===== config.mk =====
export PLATFORM = sky130hd
export DESIGN_NAME = eth_fll_cfg
export DESIGN_NICKNAME = d
export VERILOG_FILES = /design/src/rtl/eth_fll_cfg.sv
export SDC_FILE = /design/constraint.sdc
export NUM_CORES = 1
export LEC_CHECK = 0
export ABC_AREA = 1
export CORE_ASPECT_RATIO = 1.75
export CORE_MARGIN = 4
export CORE_UTILIZATION = 30
export DETAILED_ROUTE_END_ITERATION = 16
export PLACE_DENSITY = 0.53
export SLEW_MARGIN = 20
export SYNTH_ARGS = -nofsm -noshare
export SYNTH_HDL_FRONTEND = slang
export SYNTH_SLANG_ARGS = --single-unit

===== constraint.sdc =====
create_clock -name clk_i -period 3.5 [get_ports clk_i]
set_clock_uncertainty 0.15 [all_clocks]
set_input_delay 0.875 -clock clk_i [delete_from_list [all_inputs] [get_ports clk_i]]
set_output_delay 0.875 -clock clk_i [all_outputs]
set_load 0.01 [all_outputs]

===== src/rtl/eth_fll_cfg.sv =====
// Configuration initiator for the Ethernet 125 MHz clock FLL: writes the three
// config registers over the req/ack port, then polls status until lock or error.
module eth_fll_cfg #(
    parameter logic [31:0] CFG1_VAL    = 32'h0,
    parameter logic [31:0] CFG2_VAL    = 32'h0,
    parameter logic [31:0] INTEG_VAL   = 32'h0,
    parameter logic [15:0] TARGET_MF   = 16'd0,
    parameter logic [15:0] MF_TOL      = 16'd4,
    parameter int          LOCK_CNT    = 4,
    parameter int          POLL_WAIT   = 256,
    parameter int          MAX_POLLS   = 64,
    parameter int          ACK_TIMEOUT = 32
) (
    input  logic        clk_i,
    input  logic        rst_i,
    input  logic        start_i,
    output logic        cfg_req_o,
    input  logic        cfg_ack_i,
    output logic [1:0]  cfg_addr_o,
    output logic [31:0] cfg_wdata_o,
    output logic        cfg_we_no,
    input  logic [31:0] cfg_rdata_i,
    output logic        busy_o,
    output logic        done_o,
    output logic        locked_o,
    output logic        error_o,
    output logic [1:0]  err_code_o,
    output logic [15:0] mf_o
);

    localparam int TIMER_MAX = (POLL_WAIT > ACK_TIMEOUT) ? POLL_WAIT : ACK_TIMEOUT;
    localparam int TW = $clog2(TIMER_MAX + 1);
    localparam int PW = $clog2(MAX_POLLS + 1);
    localparam int HW = $clog2(LOCK_CNT + 1);

    localparam logic [TW-1:0] ACK_LAST   = TW'(ACK_TIMEOUT - 1);
    localparam logic [TW-1:0] WAIT_LAST  = TW'(POLL_WAIT - 1);
    localparam logic [PW-1:0] POLL_LIMIT = PW'(MAX_POLLS);
    localparam logic [HW-1:0] HIT_LIMIT  = HW'(LOCK_CNT);

    localparam logic [1:0] ERR_NONE = 2'd0;
    localparam logic [1:0] ERR_ACK  = 2'd1;
    localparam logic [1:0] ERR_LOCK = 2'd2;

    typedef enum logic [3:0] {
        ST_IDLE, ST_WR_REQ, ST_WR_REL, ST_WAIT, ST_RD_REQ,
        ST_RD_REL, ST_CHECK, ST_DONE, ST_ERROR
    } state_t;

    state_t          state_reg;
    logic [1:0]      wr_idx_reg;
    logic [TW-1:0]   timer_reg;
    logic [PW-1:0]   poll_cnt_reg;
    logic [HW-1:0]   hit_cnt_reg;

    logic signed [16:0] mf_diff;
    logic [16:0]        mf_dev;
    logic               in_tol;
    logic [HW-1:0]      hit_next;
    logic               unused_rdata_hi;

    function automatic logic [31:0] wr_data(input logic [1:0] idx);
        case (idx)
            2'd0:    wr_data = CFG1_VAL;
            2'd1:    wr_data = CFG2_VAL;
            default: wr_data = INTEG_VAL;
        endcase
    endfunction

    // Deviation uses the captured mf, so CHECK sees the value of the last read
    assign mf_diff  = $signed({1'b0, mf_o}) - $signed({1'b0, TARGET_MF});
    assign mf_dev   = mf_diff[16] ? -mf_diff : mf_diff;
    assign in_tol   = (mf_dev <= {1'b0, MF_TOL});
    assign hit_next = in_tol ? HW'(hit_cnt_reg + 1'b1) : '0;

    assign unused_rdata_hi = ^cfg_rdata_i[31:16];

    always_ff @(posedge clk_i or posedge rst_i) begin
        if (rst_i) begin
            state_reg    <= ST_IDLE;
            wr_idx_reg   <= 2'd0;
            timer_reg    <= '0;
            poll_cnt_reg <= '0;
            hit_cnt_reg  <= '0;
            cfg_req_o    <= 1'b0;
            cfg_addr_o   <= 2'd0;
            cfg_wdata_o  <= 32'h0;
            cfg_we_no    <= 1'b1;
            busy_o       <= 1'b0;
            done_o       <= 1'b0;
            locked_o     <= 1'b0;
            error_o      <= 1'b0;
            err_code_o   <= ERR_NONE;
            mf_o         <= 16'h0;
        end else begin
            unique case (state_reg)
                ST_IDLE, ST_DONE, ST_ERROR: begin
                    if (state_reg == ST_IDLE || start_i) begin
                        state_reg    <= ST_WR_REQ;
                        wr_idx_reg   <= 2'd0;
                        timer_reg    <= '0;
                        poll_cnt_reg <= '0;
                        hit_cnt_reg  <= '0;
                        cfg_req_o    <= 1'b1;
                        cfg_addr_o   <= 2'd1;
                        cfg_wdata_o  <= CFG1_VAL;
                        cfg_we_no    <= 1'b0;
                        busy_o       <= 1'b1;
                        done_o       <= 1'b0;
                        locked_o     <= 1'b0;
                        error_o      <= 1'b0;
                        err_code_o   <= ERR_NONE;
                    end
                end

                ST_WR_REQ, ST_RD_REQ: begin
                    if (cfg_ack_i) begin
                        cfg_req_o <= 1'b0;
                        timer_reg <= '0;
                        if (state_reg == ST_RD_REQ) begin
                            mf_o      <= cfg_rdata_i[15:0];
                            state_reg <= ST_RD_REL;
                        end else begin
                            state_reg <= ST_WR_REL;
                        end
                    end else if (timer_reg == ACK_LAST) begin
                        state_reg  <= ST_ERROR;
                        cfg_req_o  <= 1'b0;
                        busy_o     <= 1'b0;
                        error_o    <= 1'b1;
                        err_code_o <= ERR_ACK;
                    end else begin
                        timer_reg <= timer_reg + 1'b1;
                    end
                end

                ST_WR_REL, ST_RD_REL: begin
                    if (!cfg_ack_i) begin
                        timer_reg <= '0;
                        if (state_reg == ST_RD_REL) begin
                            state_reg <= ST_CHECK;
                        end else if (wr_idx_reg == 2'd2) begin
                            state_reg <= ST_WAIT;
                        end else begin
                            state_reg   <= ST_WR_REQ;
                            wr_idx_reg  <= wr_idx_reg + 2'd1;
                            cfg_req_o   <= 1'b1;
                            cfg_addr_o  <= wr_idx_reg + 2'd2;
                            cfg_wdata_o <= wr_data(wr_idx_reg + 2'd1);
                        end
                    end else if (timer_reg == ACK_LAST) begin
                        state_reg  <= ST_ERROR;
                        busy_o     <= 1'b0;
                        error_o    <= 1'b1;
                        err_code_o <= ERR_ACK;
                    end else begin
                        timer_reg <= timer_reg + 1'b1;
                    end
                end

                ST_WAIT: begin
                    // The read is also held back while a stale ack is still high
                    if (timer_reg == WAIT_LAST) begin
                        if (!cfg_ack_i) begin
                            state_reg    <= ST_RD_REQ;
                            timer_reg    <= '0;
                            poll_cnt_reg <= poll_cnt_reg + 1'b1;
                            cfg_req_o    <= 1'b1;
                            cfg_addr_o   <= 2'd0;
                            cfg_wdata_o  <= 32'h0;
                            cfg_we_no    <= 1'b1;
                        end
                    end else begin
                        timer_reg <= timer_reg + 1'b1;
                    end
                end

                ST_CHECK: begin
                    hit_cnt_reg <= hit_next;
                    timer_reg   <= '0;
                    if (hit_next == HIT_LIMIT) begin
                        state_reg <= ST_DONE;
                        busy_o    <= 1'b0;
                        done_o    <= 1'b1;
                        locked_o  <= 1'b1;
                    end else if (poll_cnt_reg == POLL_LIMIT) begin
                        state_reg  <= ST_ERROR;
                        busy_o     <= 1'b0;
                        error_o    <= 1'b1;
                        err_code_o <= ERR_LOCK;
                    end else begin
                        state_reg <= ST_WAIT;
                    end
                end

                default: state_reg <= ST_IDLE;
            endcase
        end
    end

endmodule

==> impl_metrics.csv <==
group,metric,value,unit
clock_network,cts.sinks,50,
floorplan,dieArea,12400,µm²
sta,max_freq,403,MHz
layout,fill_cells,1098,
worst_setup_path,cp.required,3530,ps
sta,slew_headroom,56.3,%
floorplan,dieHeight,144,µm
layout,drive_above_1_share,12.4,%
global_routing,track_usage,13.3,%
sta,finalMaxSlewViolations,0,
min_path,hp-class,"flip-flop to flip-flop",
clock_network,clk_path_buf_depth,2,
placement,place_congestion,0.944,
sta,finalCritPeriodShare,71.0,%
sta,finalHoldViolations,0,
worst_setup_path,worstPathMaxFanout,6,
worst_setup_path,rrSetupSlack,1020,ps
route,first_iter_violations,87,
logic_synthesis,syn_area,3180,µm²
global_routing,overflow,0,
logic_synthesis,ys_ff_latch,50,
layout,multi_input_area,1600,µm²
layout,diodes,0,
clock_network,cts_resized,0,
worst_setup_path,start_kind,"flip-flop",
global_routing,grt_pass1_wl,12900,µm
floorplan,die_w,85.9,µm
route,drt-pass1-iter-count,4,
sta,whs,325,ps
worst_setup_path,path_cells,"ha_1 -> nand2_1 -> nor2_1 -> nand2_1 -> nor2_1 -> inv_1 -> nor2_1 -> ha_1 -> inv_1 -> nand2_2 -> o211ai_4 -> nor2_2 -> inv_2 -> nand2_1 -> o21ai_1",
placement,dpl.hpwl,6250,µm
logic_synthesis,yosys_warnings,0,
layout,largest_register_ffs,16,
clock_network,clk_pin_slew,70,ps
worst_setup_path,slowest_stage,"dfrtp_1",
worst_setup_path,crit_type,"flip-flop to flip-flop",
power_and_ir_drop,ir_drop,0.320,mV
route,drt_wl_total,7980,µm
floorplan,coreArea,10300,µm²
clock_network,cts_setup_buffers,0,
global_routing,grt_max_degree,51,
placement,dp.cells,579,
sta,grt_setup_unrepaired,"false",
layout,ff_latch_area,1250,µm²
logic_synthesis,synth_edf_count,0,
clock_network,root_buffer,"clkbuf_16",
floorplan,rows,49,
logic_synthesis,ys_types,39,
clock_network,hold_buffers,0,
route,wire_per_inst,13.6,µm
sta,fin_tns_setup,0,ps
layout,fin_nets,502,
worst_setup_path,regToRegEndpoint,"poll_cnt_reg[0]$_DFFE_PP0P_",
worst_setup_path,rr_startpoint,"timer_reg[0]$_DFFE_PP0P_",
worst_setup_path,reg2reg_depth,15,
logic_synthesis,synth.avg_cell_area,7.76,µm²
layout,syn_to_final_growth,19.7,%
min_path,hp-start,"err_code_o[1]$_DFFE_PP0P_",
route,vias,2649,
worst_setup_path,cp_data_arrival_time,2510,ps
route,drtAntennaViolNets,0,
floorplan,io_pins,94,
status,outcome,"completed",
placement,io_buffer_count,45,
logic_synthesis,syn_inst,410,
worst_setup_path,cp-end-kind,"flip-flop",
clock_network,numCtsBuffers,5,
clock_network,cts_tree,"yes",
layout,instances_no_fill,587,
clock_network,insertion_delay,300,ps
global_routing,antenna_found_initial,0,
logic_synthesis,ys_seq_area_share,39.4,%
power_and_ir_drop,p_per_area,767,nW/µm²
sta,worstMarginPinSlew,655,ps
route,via_per_inst,4.51,
sta,fin_crit,2480,ps
floorplan,initial_utilization,30.9,%
min_path,worstHoldPathCells,2,
route,drc,0,
power_and_ir_drop,p_leak,0.00190,µW
clock_network,h-tree-depth,2,
job,cap_violations,0,
logic_synthesis,synth_flop_cell,"dfrtp_1",
worst_setup_path,crit_family,"simple AND/OR/NAND/NOR gates",
global_routing,grt_pass1_vias,2624,
min_path,whs_endpoint,"err_code_o[1]$_DFFE_PP0P_",
worst_setup_path,critPathBufInv,3,
sta,setup_viol_count_final,0,
worst_setup_path,max_stage_delay,370,ps
logic_synthesis,ys_async_sr_fraction,100,%
cells in the mapped netlist, types with 7 or more instances:
cell | number | share of area, %
buf_4 | 34 | 8.0
dfrtp_1 | 49 | 39
ha_1 | 7 | 2.8
inv_1 | 40 | 4.7
inv_2 | 7 | 0.83
nand2_1 | 117 | 14
nand2_2 | 10 | 2.0
nand3_1 | 20 | 3.1
nand4_1 | 11 | 2.2
nor2_1 | 37 | 4.4
o21ai_0 | 10 | 1.6
o21ai_1 | 9 | 1.4
xor2_1 | 7 | 1.9
per-stage QoR:
step                      cell area (µm²)  worst slack (ps)  total power [µW]  util, %
after CTS                            3810               985              2970     37.0
after floorplan                      3300              1280              1910        -
after global placement               3660               661              2420     35.5
after global routing                 3810               660              3190     37.0
final                                3810              1020              2920     37.0
after detailed placement             3660               699              2440     35.5
how the worst max path moves through the flow:
stage / start / to / slack (ps) / depth (start not counted)
after global placement: cfg_ack_i / state_reg[0]$_DFFE_PP0P_ / 660 / 9
after floorplan: rst_i / busy_o$_DFFE_PP0P_ / 1280 / 1
after CTS: timer_reg[0]$_DFFE_PP0P_ / poll_cnt_reg[0]$_DFFE_PP0P_ / 990 / 15
final: timer_reg[0]$_DFFE_PP0P_ / poll_cnt_reg[0]$_DFFE_PP0P_ / 1020 / 15
after detailed placement: cfg_ack_i / state_reg[0]$_DFFE_PP0P_ / 700 / 9
after global routing: timer_reg[0]$_DFFE_PP0P_ / cfg_addr_o[0]$_DFFE_PP0P_ / 660 / 15
layer usage:
metal | global-route usage (%) | up-vias | wire, µm | part of all wire [%]
li1 | - | 1344 | - | -
met1 | 13.7 | 1211 | 2970 | 37
met2 | 25.6 | 82 | 4400 | 55
met3 | 2.74 | 12 | 436 | 5.5
met4 | 5.75 | 0 | 174 | 2.2
met5 | 0 | - | 0 | 0
cells by family (layout without fill, tap and decap cells):
group                      Yosys count  after routing  share of synthesized area [%]
AOI/OAI and AO/OA                   43             43                           9.52
xor gates and xnor gates             8              8                           2.20
adders and majority gates            7              7                           2.75
buffers and inverters               84            103                           14.0
DFF                                 50             50                           39.4
other                                1             32                          0.118
and+or+nand+nor                    217            217                           32.0
tightest hold or removal path: cells and delay by family, from the launching register on:
| family | cells | cell delay, ps |
|---|---|---|
| flip-flops | 1 | 340 |
| AND/OR/NAND/NOR | 2 | 100 |
where the power goes:
part / total [µW] / internal, µW / switching (µW)
Sequential: 891 / 753 / 138
Combinational: 1520 / 598 / 926
Clock: 506 / 284 / 222
cells in the final DEF, fill, tap and decap left out, types with 2 or more instances in the layout:
cell type,instances
a21oi_1,3
a21oi_2,4
a32o_1,2
buf_4,3
clkbuf_16,5
clkdlybuf4s50_1,45
conb_1,32
dfrtp_1,49
ha_1,7
inv_1,39
inv_2,8
nand2_1,117
nand2_2,10
nand2_4,6
nand3_1,20
nand3_2,2
nand4_1,11
nor2_1,37
nor2_2,6
nor2_4,3
nor3_1,2
o211ai_1,2
o21ai_0,10
o21ai_1,9
o22ai_1,5
xor2_1,7
cell type report:
cell class,instances,area share (%)
clock buffers,7,3.75
inverters,47,4.63
flip-flops and latches,50,32.9
well taps,127,4.17
repair buffers,48,12.4
clock inverters,1,0.131
multi-input cells,307,42.0
(Power assumes the default switching activity.)
